--- config.mk ---
export PLATFORM = sky130hd
export DESIGN_NAME = pipe_stage_reg_flat
export DESIGN_NICKNAME = d
export VERILOG_FILES = /design/src/rtl/pipe_stage_reg_pkg.sv /design/src/rtl/pipe_stage_reg_if.sv /design/src/rtl/pipe_skid_buf.sv /design/src/rtl/pipe_stage_reg.sv /design/src/flat_wrapper.sv
export SDC_FILE = /design/constraint.sdc
export NUM_CORES = 1
export LEC_CHECK = 0
export CAP_MARGIN = 25
export CORE_MARGIN = 2
export CORE_UTILIZATION = 35
export CTS_CLUSTER_DIAMETER = 200
export DETAILED_ROUTE_END_ITERATION = 8
export PLACE_DENSITY = 0.83
export SYNTH_ARGS = -nofsm -noshare
export SYNTH_HDL_FRONTEND = slang
export SYNTH_HIERARCHICAL = 1
export SYNTH_SLANG_ARGS = --single-unit
--- constraint.sdc ---
create_clock -name clk_i -period 2 [get_ports clk_i]
set_input_delay 0.4 -clock clk_i [delete_from_list [all_inputs] [get_ports clk_i]]
set_output_delay 0.4 -clock clk_i [all_outputs]
set_load 0.02 [all_outputs]
--- src/rtl/pipe_stage_reg_pkg.sv ---
`default_nettype none
// ============================================================================
// Module   : pipe_pkg
// Brief    : Control/data bundle types shared by the CPU pipeline stage regs.
// Revision : 1.0
// ============================================================================
package pipe_pkg;

  typedef struct packed {
    logic       RegDst;
    logic       ALUSrc;
    logic       MemtoReg;
    logic       RegWrite;
    logic       MemWrite;
    logic       MemRead;
    logic       Branch;
    logic       Jump;
    logic       ExtOp;
    logic [1:0] ALUOp;
  } ctrl_t;

  // Natural width of the decoded control bundle; stage instances may pad it.
  localparam int CTRL_BUNDLE_W = $bits(ctrl_t);

  localparam ctrl_t CTRL_NOP = '0;

  typedef struct packed {
    logic [31:0] pc;
    logic [31:0] instr;
  } if_id_t;

  typedef struct packed {
    logic [31:0] rs_val;
    logic [31:0] rt_val;
  } id_ex_t;

  typedef struct packed {
    logic [31:0] alu_result;
    logic [31:0] store_val;
  } ex_mem_t;

  typedef struct packed {
    logic [31:0] mem_data;
    logic [31:0] alu_result;
  } mem_wb_t;

endpackage
`default_nettype wire

--- src/rtl/pipe_stage_reg_if.sv ---
`default_nettype none
// ============================================================================
// Module   : pipe_stage_reg_if
// Brief    : valid/ready handshake bundle carrying data and control words.
// Revision : 1.0
// ============================================================================
interface pipe_stage_reg_if #(
  parameter int DATA_W = 64,
  parameter int CTRL_W = 16
);
  logic              valid;
  logic              ready;
  logic [DATA_W-1:0] data;
  logic [CTRL_W-1:0] ctrl;

  modport master (output valid, output data, output ctrl, input  ready);
  modport slave  (input  valid, input  data, input  ctrl, output ready);
endinterface
`default_nettype wire

--- src/rtl/pipe_skid_buf.sv ---
`default_nettype none
// ============================================================================
// Module   : pipe_skid_buf
// Brief    : Second (skid) entry of a pipeline stage, with its valid flag.
// Revision : 1.0
// ============================================================================
module pipe_skid_buf #(
  parameter int DATA_W = 64,
  parameter int CTRL_W = 16
) (
  input  logic              clk_i,
  input  logic              rst_n_i,
  input  logic              load_i,
  input  logic              drain_i,
  input  logic              flush_i,
  input  logic [DATA_W-1:0] data_i,
  input  logic [CTRL_W-1:0] ctrl_i,
  output logic              valid_o,
  output logic [DATA_W-1:0] data_o,
  output logic [CTRL_W-1:0] ctrl_o
);

  logic              valid_q, valid_d;
  logic [DATA_W-1:0] data_q,  data_d;
  logic [CTRL_W-1:0] ctrl_q,  ctrl_d;

  always_comb begin
    valid_d = valid_q;
    data_d  = data_q;
    ctrl_d  = ctrl_q;
    if (flush_i) begin
      valid_d = 1'b0;
      ctrl_d  = '0;
    end else if (load_i) begin
      valid_d = 1'b1;
      data_d  = data_i;
      ctrl_d  = ctrl_i;
    end else if (drain_i) begin
      valid_d = 1'b0;
    end
  end

  always_ff @(posedge clk_i or negedge rst_n_i) begin
    if (!rst_n_i) begin
      valid_q <= 1'b0;
      data_q  <= '0;
      ctrl_q  <= '0;
    end else begin
      valid_q <= valid_d;
      data_q  <= data_d;
      ctrl_q  <= ctrl_d;
    end
  end

  assign valid_o = valid_q;
  assign data_o  = data_q;
  assign ctrl_o  = ctrl_q;

endmodule
`default_nettype wire

--- src/rtl/pipe_stage_reg.sv ---
`default_nettype none
// ============================================================================
// Module   : pipe_stage_reg
// Brief    : Parametrised pipeline stage register with handshake, stall, flush
//            and optional skid entry. Define PIPE_STAGE_PERF_EN to add the
//            saturating stall/bubble performance counters.
// Revision : 1.0
// ============================================================================
module pipe_stage_reg
  import pipe_pkg::*;
#(
  parameter int DATA_W = 64,
  parameter int CTRL_W = 16,
  parameter int SKID   = 0,
  parameter int CNT_W  = 16
) (
  input  logic             clk_i,
  input  logic             rst_n_i,
  pipe_stage_reg_if.slave  up_if,
  pipe_stage_reg_if.master dn_if,
  input  logic             stall_i,
  input  logic             flush_i,
  output logic [CNT_W-1:0] stall_cnt_o,
  output logic [CNT_W-1:0] bubble_cnt_o
);

  localparam logic [CTRL_W-1:0] c_ctrl_bubble = CTRL_W'(CTRL_NOP);

  logic              w_go;
  logic              w_out_fire;
  logic              w_in_fire;
  logic              w_ready;
  logic              w_skid_valid;
  logic              w_skid_load;
  logic              w_skid_drain;
  logic [DATA_W-1:0] w_skid_data;
  logic [CTRL_W-1:0] w_skid_ctrl;

  logic              valid_q, valid_d;
  logic [DATA_W-1:0] data_q,  data_d;
  logic [CTRL_W-1:0] ctrl_q,  ctrl_d;

  assign w_go         = dn_if.ready & ~stall_i;
  assign w_out_fire   = valid_q & w_go;
  assign w_in_fire    = up_if.valid & w_ready;
  assign w_skid_load  = w_in_fire & valid_q & ~w_out_fire;
  assign w_skid_drain = w_out_fire & w_skid_valid;

  // The skid entry is older than any incoming one, so it refills main first.
  always_comb begin
    valid_d = valid_q;
    data_d  = data_q;
    ctrl_d  = ctrl_q;
    if (flush_i) begin
      valid_d = 1'b0;
      ctrl_d  = c_ctrl_bubble;
    end else if (w_out_fire || !valid_q) begin
      if (w_skid_valid) begin
        valid_d = 1'b1;
        data_d  = w_skid_data;
        ctrl_d  = w_skid_ctrl;
      end else if (w_in_fire) begin
        valid_d = 1'b1;
        data_d  = up_if.data;
        ctrl_d  = up_if.ctrl;
      end else begin
        valid_d = 1'b0;
      end
    end
  end

  always_ff @(posedge clk_i or negedge rst_n_i) begin
    if (!rst_n_i) begin
      valid_q <= 1'b0;
      data_q  <= '0;
      ctrl_q  <= '0;
    end else begin
      valid_q <= valid_d;
      data_q  <= data_d;
      ctrl_q  <= ctrl_d;
    end
  end

  generate
    if (SKID != 0) begin : g_skid
      pipe_skid_buf #(
        .DATA_W (DATA_W),
        .CTRL_W (CTRL_W)
      ) u_skid (
        .clk_i   (clk_i),
        .rst_n_i (rst_n_i),
        .load_i  (w_skid_load),
        .drain_i (w_skid_drain),
        .flush_i (flush_i),
        .data_i  (up_if.data),
        .ctrl_i  (up_if.ctrl),
        .valid_o (w_skid_valid),
        .data_o  (w_skid_data),
        .ctrl_o  (w_skid_ctrl)
      );
      assign w_ready = ~w_skid_valid;
    end else begin : g_no_skid
      assign w_skid_valid = 1'b0;
      assign w_skid_data  = '0;
      assign w_skid_ctrl  = '0;
      assign w_ready      = ~valid_q | w_go;
    end
  endgenerate

  assign up_if.ready = w_ready;
  assign dn_if.valid = valid_q;
  assign dn_if.data  = data_q;
  // Bubbles never carry control bits, so no stray RegWrite/MemWrite leaks out.
  assign dn_if.ctrl  = valid_q ? ctrl_q : c_ctrl_bubble;

`ifdef PIPE_STAGE_PERF_EN
  logic [CNT_W-1:0] stall_cnt_q,  stall_cnt_d;
  logic [CNT_W-1:0] bubble_cnt_q, bubble_cnt_d;

  always_comb begin
    stall_cnt_d  = stall_cnt_q;
    bubble_cnt_d = bubble_cnt_q;
    if (valid_q && !w_go && (stall_cnt_q != '1)) begin
      stall_cnt_d = stall_cnt_q + 1'b1;
    end
    if (!valid_q && (bubble_cnt_q != '1)) begin
      bubble_cnt_d = bubble_cnt_q + 1'b1;
    end
  end

  always_ff @(posedge clk_i or negedge rst_n_i) begin
    if (!rst_n_i) begin
      stall_cnt_q  <= '0;
      bubble_cnt_q <= '0;
    end else begin
      stall_cnt_q  <= stall_cnt_d;
      bubble_cnt_q <= bubble_cnt_d;
    end
  end

  assign stall_cnt_o  = stall_cnt_q;
  assign bubble_cnt_o = bubble_cnt_q;
`else
  assign stall_cnt_o  = '0;
  assign bubble_cnt_o = '0;
`endif

endmodule
`default_nettype wire

--- src/flat_wrapper.sv ---
// flat-port wrapper written by rule: the top's interface ports become plain ports
module pipe_stage_reg_flat import pipe_pkg::*;
#(
  parameter int DATA_W = 64,
  parameter int CTRL_W = 16,
  parameter int SKID   = 0,
  parameter int CNT_W  = 16
)
  (clk_i, rst_n_i, stall_i, flush_i, stall_cnt_o, bubble_cnt_o, up_if_valid, up_if_data, up_if_ctrl, up_if_ready, dn_if_valid, dn_if_data, dn_if_ctrl, dn_if_ready);
  pipe_stage_reg_if #(.DATA_W(DATA_W), .CTRL_W(CTRL_W)) up_if_i ();
  pipe_stage_reg_if #(.DATA_W(DATA_W), .CTRL_W(CTRL_W)) dn_if_i ();
  input  logic clk_i;
  input  logic rst_n_i;
  input  logic stall_i;
  input  logic flush_i;
  output logic [CNT_W-1:0] stall_cnt_o;
  output logic [CNT_W-1:0] bubble_cnt_o;
  input wire logic [$bits(up_if_i.valid)-1:0] up_if_valid;
  input wire logic [$bits(up_if_i.data)-1:0] up_if_data;
  input wire logic [$bits(up_if_i.ctrl)-1:0] up_if_ctrl;
  output wire logic [$bits(up_if_i.ready)-1:0] up_if_ready;
  output wire logic [$bits(dn_if_i.valid)-1:0] dn_if_valid;
  output wire logic [$bits(dn_if_i.data)-1:0] dn_if_data;
  output wire logic [$bits(dn_if_i.ctrl)-1:0] dn_if_ctrl;
  input wire logic [$bits(dn_if_i.ready)-1:0] dn_if_ready;
  assign up_if_i.valid = up_if_valid;
  assign up_if_i.data = up_if_data;
  assign up_if_i.ctrl = up_if_ctrl;
  assign up_if_ready = up_if_i.ready;
  assign dn_if_valid = dn_if_i.valid;
  assign dn_if_data = dn_if_i.data;
  assign dn_if_ctrl = dn_if_i.ctrl;
  assign dn_if_i.ready = dn_if_ready;
  pipe_stage_reg #(.DATA_W(DATA_W), .CTRL_W(CTRL_W), .SKID(SKID), .CNT_W(CNT_W)) u_core (.clk_i(clk_i), .rst_n_i(rst_n_i), .up_if(up_if_i), .dn_if(dn_if_i), .stall_i(stall_i), .flush_i(flush_i), .stall_cnt_o(stall_cnt_o), .bubble_cnt_o(bubble_cnt_o));
endmodule
# After elaboration in Yosys (flattened, before gate mapping)
# Index checks and enable logic that the tools add are counted.
[word_totals] register_bits=81 in_bits=86 word_cells=23
[classes] mux=7 bitwise=7 n_reduce_logical=6
[op_table] op="$mux 16" n=4
[op_table] op="$reduce_bool 2->1" n=2
[op_table] op="$and 1x1->1" n=3
[op_table] op="$mux 1" n=3
[op_table] op="$not 1->1" n=3
[op_table] op="$reduce_and 3->1" n=1
[op_table] op="$reduce_and 2->1" n=1
[op_table] op="$logic_not 1->1" n=1
[op_table] op="$logic_or 1x1->1" n=1
[op_table] op="$or 1x1->1" n=1

# Depth between registers and ports, before layout
# Gate-level depths: netlist of the first run.
[depth] depth_word=7 depth_mapped=4 depth_no_buf=3

# Least setup slack after synthesis of the first run
# OpenSTA, ideal clock, no wires.
[synth_timing] path_type="flip-flop to output port" from="register u_core.valid_q, in the netlist u_core/dn_if.valid" to="output port dn_if_ctrl[10]" arrival_time_ps=1128 required_ps=1600 slack_ps=472 path_stages_with_launch=4 path_buffers=2 path_cell_list="dfrtp_1 -> buf_2 -> clkbuf_1 -> and2_1"
[synth_between] elab_chain_cells=1
[synth_lines] item="from (decl)" line="pipe_stage_reg.sv:39" text="logic valid_q, valid_d;"
[synth_lines] item="from (signal assigned)" line="pipe_stage_reg.sv:78" text="valid_q <= valid_d;"
[synth_lines] item="$mux 16" line="pipe_stage_reg.sv:114" text="assign dn_if.ctrl = valid_q ? ctrl_q : c_ctrl_bubble;"
[synth_lines] item="to (decl)" line="flat_wrapper.sv:24" text="output wire logic [$bits(dn_if_i.ctrl)-1:0] dn_if_ctrl;"
# Every way passes these cells.

# Worst setup path after layout of the first run
[layout_timing] from="register u_core.valid_q, in the netlist u_core/dn_if.valid" to="output port dn_if_ctrl[15]"
# Same word-level chain as after synthesis.

==> results of run 1 <==
## layer usage
metal / vias to the layer above / wire length, um
li1: 1089 / -
met1: 1164 / 3110
met2: 120 / 3830
met5: - / 0
met4: 0 / 70
met3: 7 / 677
## Yosys cell counts (all sizes together)
master  count  area [um2]
dfrtp      81        2030
mux2       64         721
buf        41         300
a22o       16         140
and2       16         100
a21oi       2        21.3
clkbuf      2        7.51
nand2b      2        12.5
a311oi      1        15.0
conb        1        3.75
inv         1        3.75
nand2       1        3.75
nor2        1        3.75
nor2b       1        6.26
## registers in the layout (all words and copies together) (netlist names)
register / cells
u_core/dn_if.data: 64
u_core/ctrl_q: 16
u_core/dn_if.valid: 1
## metrics by stage
stage	setup WS (ps)	cells	cell area [um2]
finish	52.2	543	5400
CTS	1.55	543	5380
global route	3.48	543	5400
floorplan	472	261	3480
detailed placement	-115	524	5120
global placement	-61.3	524	5120
## kinds of logic (layout without fill, tap and decap cells)
group / after synthesis / in the layout / synth area share (%)
buffers and inverters: 44 / 197 / 9.26
multiplexers: 64 / 64 / 21.4
AND/OR/NAND/NOR: 21 / 21 / 3.75
flip-flops: 81 / 81 / 60.2
other: 1 / 32 / 0.111
AO/OA/AOI/OAI: 19 / 19 / 5.24
## how the worst max path moves through the flow
stage,from,endpoint,slack [ps],cells past startpoint
global route,u_core/dn_if.valid$_DFFE_PN0P_,dn_if_ctrl[15],3,3
finish,u_core/dn_if.valid$_DFFE_PN0P_,dn_if_ctrl[15],50,3
detailed placement,stall_i,u_core/dn_if.data[20]$_DFFE_PN0P_,-120,6
floorplan,u_core/dn_if.valid$_DFFE_PN0P_,dn_if_ctrl[10],470,3
CTS,u_core/dn_if.valid$_DFFE_PN0P_,dn_if_ctrl[14],2,3
global placement,stall_i,u_core/dn_if.data[4]$_DFFE_PN0P_,-60,6
## area by class of cell
cell class                 instances  area [um2]
clock buffer                      10         128
clock inverter                     6         115
fill                             776        3880
inverter                           1        3.75
multi-input combinational        136        1140
sequential                        81        2030
tap                              129         161
timing repair buffer             180        1820
## timing repair
action,CTS,global route
cloned,0,0
pin swaps,0,0
hold endpoints to repair,0,0
gates resized for setup,7,10
setup buffers,3,0
setup endpoints to repair,18,10
## power by group through the flow
stage	logic (uW)	clock network [uW]	registers [uW]
final	1400	1430	2020
after floorplan	362	0	2340
after CTS	1410	1480	2020
after detailed placement	1400	0	2060
after global placement	1380	0	2040
after global routing	1480	1540	2050
## worst max-delay path, delay by kind of cell, from the launching register on
family                 cells  cell delay [ps]
flip-flops                 1              410
AND/OR/NAND/NOR            1              130
buffers and inverters      2              680
==> qor.csv, run 1 <==
stage,metric,value,unit
run_status,status,"finished, final reports clean",
logic_synthesis,synth warn,6,
power,sequential fraction of design power,41.7,%
power,sw frac,28.3,%
clock_tree,CTS H-tree depth,3,
global_route,vias in the first global route,2465,
worst_setup_path,CP arrival,1550,ps
drt,DRC violations left,0,
drt,Initial DRT Pass Iterations,4,
global_route,largest net degree at the start of global routing,43,
place,RePlAce Congestion,0.708,
finish,"commonest non-fill, non-tap cells in the layout","150 x clkdlybuf4s50_1, 80 x dfrtp_1, 64 x mux2_1, 32 x conb_1",
power,overall power,4840,uW
flow_run,number of max-cap violations,0,
sta,Max Slew Vio Count,0,
global_route,GRT busiest layer,met2,
finish,"commonest non-fill, non-tap cell in the layout",clkdlybuf4s50_1,
min_path,Hold Crit Class,input port to async pin,
die,Initial Utilization,36.3,%
power,sw power,1370,uW
drt,vias,2380,
sta,Rel. slew slack,65.1,%
worst_setup_path,reg2reg start,u_core/dn_if.valid$_DFFE_PN0P_,
clock_tree,insertion delay to the later sink of the worst-skew pair,340,ps
finish,share of layout cells above drive strength 1,7.73,%
worst_setup_path,CP cell instances,buf_4 > and2_1 > clkdlybuf4s50_1,
die,Std-Cell Core Area,0.00928,mm2
worst_setup_path,worst reg2reg path depth,4,
die,Die Span X,102,um
finish,Post-Route Utilization,58.2,%
die,die area,0.0104,mm2
worst_setup_path,Worst Path Required,1600,ps
worst_setup_path,R2R setup slack,470,ps
global_route,GRT met1 Usage,16.4,%
global_route,routing usage on met3,4.72,%
global_route,GRT Overall Usage,14.3,%
sta,min cycle time layout,1950,ps
die,Die Span Y,102,um
drt,via/cell ratio,4.38,
sta,Setup TNS Final,0,ps
place,number of buffer cells added on primary ports,167,
sta,Final Cycle Share,97.4,%
clock_tree,CTS Sinks,81,
clock_tree,"CTS clk-pin slew, worst paths",80,ps
clock_tree,CTS Buf Count,9,
clock_tree,CTS Root Cell,clkbuf_8,
finish,Antenna Cells,0,
finish,fin nets,495,
power,pwr dens,896,mW/mm2
worst_setup_path,CP max stage delay,530,ps
drt,1st-iter DRT viols,44,
logic_synthesis,Netlist cell types,16,
finish,Area growth syn-to-layout,60.5,%
logic_synthesis,sequential cell area fraction in the yosys report,60.2,%
logic_synthesis,Syn Inst Count,230,
logic_synthesis,#FFs+latches synth,81,
place,HPWL Detailed,5670,um
clock_tree,clk buf depth,2,
die,FP Rows,35,
logic_synthesis,"Cell Area, Synth",0.00337,mm2
logic_synthesis,Syn Area/Cell,14.6,um2
sta,worst slew pin tran,524,ps
global_route,initial antenna violation count,0,
drt,routed wire length,7690,um
sta,fmax,0.513,GHz
die,I/O Pins,200,
power,Comb pwr share,28.9,%
sta,clk_skew,16.4,ps
sta,final hold vios,0,
drt,antenna violation net count after detailed routing,0,
worst_setup_path,Worst Path Max Fanout,4,
sta,WHS,31.4,ps
global_route,grt ovf,0,
power,peak supply drop,0.000451,V
worst_setup_path,crit end category,output port,
worst_setup_path,critical path startpoint category,flip-flop,
worst_setup_path,crit path max-delay cell type,clkdlybuf4s50_1,
global_route,first-pass GRT wire length,11600,um
global_route,GR Layer Usage met2,24.9,%
worst_setup_path,Crit Path Class,flip-flop to output port,
power,Clk pwr share,29.4,%
worst_setup_path,FF-to-FF End,u_core/dn_if.data[10]$_DFFE_PN0P_,
power,Internal Pwr Total,3470,uW
drt,WL/cell,14.2,um
clock_tree,CTS tree,done,
clock_tree,CTS Hold Buffers Added,0,
power,leakage,0.00251,uW
sta,final setup vio count,0,
sta,RSZ-0062 raised after global routing,false,
(Power assumes the default switching activity.)
==> inputs of run 2 (changes only) <==
--- a/config.mk
+++ b/config.mk
@@ -11,6 +11,7 @@
 export CTS_CLUSTER_DIAMETER = 200
 export DETAILED_ROUTE_END_ITERATION = 8
 export PLACE_DENSITY = 0.83
+export RECOVER_POWER = 25
 export SYNTH_ARGS = -nofsm -noshare
 export SYNTH_HDL_FRONTEND = slang
 export SYNTH_HIERARCHICAL = 1
==> run 2 against run 1 <==
Compared with the run above: die area did not move; sequential power barely moved; worst setup slack did not move; critical path depth did not move.
==> qor.csv, run 2 (synthesized netlist as in run 1, its figures left out) <==
stage,metric,value,unit,change
finish,"commonest non-fill, non-tap cells in the layout","150 x clkdlybuf4s50_1, 80 x dfrtp_1, 64 x mux2_1, 32 x conb_1",,
clock_tree,CTS H-tree depth,3,,unchanged
sta,worst setup margin,52.2,ps,unchanged
power,peak supply drop,0.000451,V,about the same
sta,fmax,0.513,GHz,unchanged
worst_setup_path,worst reg2reg path depth,4,,unchanged
worst_setup_path,critical path startpoint category,flip-flop,,
global_route,GR Layer Usage met2,24.9,%,unchanged
global_route,vias in the first global route,2465,,unchanged
sta,Max Slew Vio Count,0,,unchanged
sta,clk_skew,16.4,ps,unchanged
place,number of buffer cells added on primary ports,167,,unchanged
drt,WL/cell,14.2,um,about the same
drt,1st-iter DRT viols,44,,unchanged
worst_setup_path,crit path max-delay cell type,clkdlybuf4s50_1,,
global_route,GRT busiest layer,met2,,
sta,RSZ-0062 raised after global routing,false,,
place,placed cells,524,,unchanged
finish,"commonest non-fill, non-tap cell in the layout",clkdlybuf4s50_1,,
clock_tree,CTS Root Cell,clkbuf_8,,
sta,final setup vio count,0,,unchanged
clock_tree,"CTS clk-pin slew, worst paths",80,ps,about the same
worst_setup_path,FF-to-FF End,u_core/dn_if.data[10]$_DFFE_PN0P_,,
power,pwr dens,897,mW/mm2,about the same
global_route,routing usage on met3,4.72,%,unchanged
clock_tree,insertion delay to the later sink of the worst-skew pair,340,ps,about the same
finish,Area growth syn-to-layout,60.4,%,about the same
die,Initial Utilization,36.3,%,unchanged
drt,vias,2380,,unchanged
global_route,grt ovf,0,,unchanged
power,leakage,0.00251,uW,about the same
sta,Rel. slew slack,32.1,%,-33 points
finish,share of layout cells above drive strength 1,7.73,%,unchanged
drt,routed wire length,7690,um,about the same
min_path,Hold Crit Class,input port to async pin,,
sta,min cycle time layout,1950,ps,unchanged
worst_setup_path,crit end category,output port,,
finish,post-route insts no fill,543,,unchanged
die,I/O Pins,200,,unchanged
place,placed cell area,0.00512,mm2,unchanged
worst_setup_path,CP cell instances,buf_4 > and2_1 > clkdlybuf4s50_1,,
finish,post-route design area,0.00540,mm2,about the same
die,die area,0.0104,mm2,unchanged
worst_setup_path,CP max stage delay,530,ps,about the same
clock_tree,CTS tree,done,,
power,overall power,4840,uW,about the same
clock_tree,CTS Sinks,81,,unchanged
die,Die Span Y,102,um,unchanged
global_route,GRT Overall Usage,14.3,%,unchanged
finish,Largest register FFs,64,,unchanged
drt,Initial DRT Pass Iterations,4,,unchanged
die,Die Span X,102,um,unchanged
place,RePlAce Congestion,0.708,,unchanged
place,HPWL Detailed,5670,um,unchanged
clock_tree,clk buf depth,2,,unchanged
global_route,GRT met1 Usage,16.4,%,unchanged
finish,Antenna Cells,0,,unchanged
clock_tree,CTS Buf Count,9,,unchanged
global_route,first-pass GRT wire length,11600,um,unchanged
worst_setup_path,reg2reg start,u_core/dn_if.valid$_DFFE_PN0P_,,
drt,antenna violation net count after detailed routing,0,,unchanged
sta,Final Cycle Share,97.4,%,unchanged
place,DP Worst Slack,-115,ps,unchanged
worst_setup_path,Worst Path Required,1600,ps,about the same
die,FP Rows,35,,unchanged
worst_setup_path,Crit Path Class,flip-flop to output port,,
run_status,status,"finished, final reports clean",,
worst_setup_path,Worst Path Max Fanout,4,,unchanged
die,Std-Cell Core Area,0.00928,mm2,unchanged
clock_tree,CTS Hold Buffers Added,0,,unchanged
sta,worst slew pin tran,1020,ps,+494 ps
sta,final hold vios,0,,unchanged
worst_setup_path,CP arrival,1550,ps,about the same
flow_run,number of max-cap violations,0,,unchanged
drt,via/cell ratio,4.38,,unchanged
worst_setup_path,R2R setup slack,470,ps,about the same
global_route,largest net degree at the start of global routing,43,,unchanged
finish,fin nets,495,,unchanged
global_route,initial antenna violation count,0,,unchanged
drt,DRC violations left,0,,unchanged
-- run 2: cell type report --
cell class / instances / area (um2)
Clock buffer: 10 / 128
Tap cell: 129 / 161
Multi-Input combinational cell: 136 / 1140
Timing Repair Buffer: 180 / 1820
Fill cell: 777 / 3880
Sequential cell: 81 / 2030
Clock inverter: 6 / 115
Inverter: 1 / 3.75
-- run 2: power by group --
group	internal [uW]	switching [uW]	total [uW]
Sequential	1890	124	2020
Combinational	739	659	1400
Clock	837	588	1430
Total	3470	1370	4840
-- run 2: worst max-delay path, delay by kind of cell (launching register included) --
family                 cells  cell delay (ps)
buffers and inverters      2              680
DFF                        1              410
and+or+nand+nor            1              130
-- run 2: per-stage QoR --
stage	util, %	hold slack, ps	TNS, ps
CTS	57.9	45.2	0
detailed placement	55.1	427	-5590
finish	58.2	225	0
global route	58.2	293	0
floorplan	-	104	0
global placement	55.1	410	-3340
-- run 2: per-layer routing --
layer / up-vias / part of all wire (%)
li1: 1089 / -
met1: 1164 / 40
met2: 120 / 50
met3: 7 / 8.8
met4: 0 / 0.91
met5: - / 0
-- run 2: worst max-delay path by stage --
stage	cells past startpoint	to	from
after CTS	3	dn_if_ctrl[14]	u_core/dn_if.valid$_DFFE_PN0P_
after global placement	6	u_core/dn_if.data[4]$_DFFE_PN0P_	stall_i
after floorplan	3	dn_if_ctrl[10]	u_core/dn_if.valid$_DFFE_PN0P_
after global routing	3	dn_if_ctrl[15]	u_core/dn_if.valid$_DFFE_PN0P_
final	3	dn_if_ctrl[15]	u_core/dn_if.valid$_DFFE_PN0P_
after detailed placement	6	u_core/dn_if.data[20]$_DFFE_PN0P_	stall_i
-- run 2: what timing repair did --
action / in CTS / in global routing
setup endpoints to repair: 18 / 10
buffers inserted: 3 / 0
resized for setup: 7 / 10
pin swaps: 0 / 0
==> patch, RTL diff (flow settings as in run 2) <==
Add a define of `PIPE_STAGE_PERF_EN`.
--- a/src/rtl/pipe_stage_reg.sv
+++ b/src/rtl/pipe_stage_reg.sv
@@ -6,6 +6,8 @@
 //            saturating stall/bubble performance counters.
 // Revision : 1.0
 // ============================================================================
+`define PIPE_STAGE_PERF_EN
+
 module pipe_stage_reg
   import pipe_pkg::*;
 #(
Check against the original RTL: not equivalent (Yosys sat finds a counterexample within 4 cycles, from zero or initial values and one cycle with rst_n_i low).
==> patch against run 2 <==
Die area grew 39%; highest routed layer unchanged; clock skew shrank 4.8 ps; register-to-register slack worse by 290 ps; routed wire length increased by 62%; worst setup slack better by 13 ps; worst hold slack improved by 260 ps; combinational power grew 62%; total power grew 65%; design area increased by 40%; area after synthesis is 41% higher; sequential cell count increased by 32.
==> patch: results (changes against run 2) <==
* Seq pwr share at 38.1% (-3.6 points)
* All-Layer GR Usage at 18.1% (+3.8 points)
* Dpl cell area at 7060 um2 (+38%)
* WL final at 12,500 um (+62%)
* Clk cell area share at 7.10% (+2.6 points)
* Clock transition at the registers of the reported paths at 50 ps (-30 ps)
* HPWL Detailed at 9270 um (+63%)
* Post-synthesis xor/xnor area fraction at 3.69% (+3.7 points)
* Total power at 0.00801 W (+65%)
* Clock buffer cells at 25 (+15)
* Power Combinational at 0.00227 W (+62%)
* Tightest Hold Check Type: reg2reg
* H-Tree Depth at 4 (+1)
* Status: finished clean
* Post-synthesis compound-gate area fraction at 5.43% (+0.19 points)
* Total Nets Final at 656 (+33%)
* Largest net degree at the start of global routing at 48 (+12%)
* Fin Clk Skew at 11.5 ps (-4.82 ps)
* Synth-to-Final Area Change at 58.9%
* Worst-path maximum fanout at 6 (+2)
* FF/Latch Area at 2830 um2 (+39%)
* Initial drt markers at 106 (+140%)
* Post-Synth Adder-Cell Area at 0.527% (+0.53 points)
* Placed cell count at 724 (+38%)
* Sequential cell area fraction in the yosys report at 59.5% (-0.69 points)
* DR vias at 3,681 (+55%)
* Synth cell types at 46 (+30)
* R2R depth at 5 (+1)
* Sw frac at 29.8% (+1.4 points)
* Non-filler instance count after layout at 756 (+39%)
* Vias in the first global route at 4,039 (+64%)
* Cell leakage power at 3.28 nW (+31%)
* Mean Syn Cell Area at 13.9 um2 (-5.1%)
* Plain + repair buffers at 221 (+23%)
* Multiplexer area fraction after synthesis at 16.6% (-4.8 points)
* Clk_lat worst skew at 410 ps (+70 ps)
* Critical path's largest stage delay at 660 ps (+130 ps)
* Clock sink total at 113 (+40%)
* Inserted Clock Buffers at 17 (+8)
* Buffering overhead at 28.5% (-5.2 points)
* Largest cells by area after synthesis: dfrtp_1 60%, mux2_2 14%, a22o_1 3.0%
* Share of cells above drive strength 1 at 21.0% (+13 points)
==> patch: metal layers <==
layer / wire [um] / vias to the layer above
li1: - / 1692
met1: 4980 / 1835
met2: 6500 / 125
met3: 605 / 29
met4: 384 / 0
met5: 0 / -
==> patch: final timing paths <==
kind / from / to / slack [ps]
min reg2reg: u_core/dn_if.data[21]$_DFFE_PN0P_ / u_core/dn_if.data[21]$_DFFE_PN0P_ / 490
max reg2reg: u_core/stall_cnt_o[1]$_DFFE_PN0P_ / u_core/stall_cnt_o[1]$_DFFE_PN0P_ / 180
min: u_core/dn_if.data[21]$_DFFE_PN0P_ / u_core/dn_if.data[21]$_DFFE_PN0P_ / 490
max: u_core/stall_cnt_o[4]$_DFFE_PN0P_ / stall_cnt_o[4] / 70
min in group asynchronous: rst_n_i / u_core/dn_if.data[21]$_DFFE_PN0P_ / 530
max in group asynchronous: rst_n_i / u_core/dn_if.data[27]$_DFFE_PN0P_ / 350
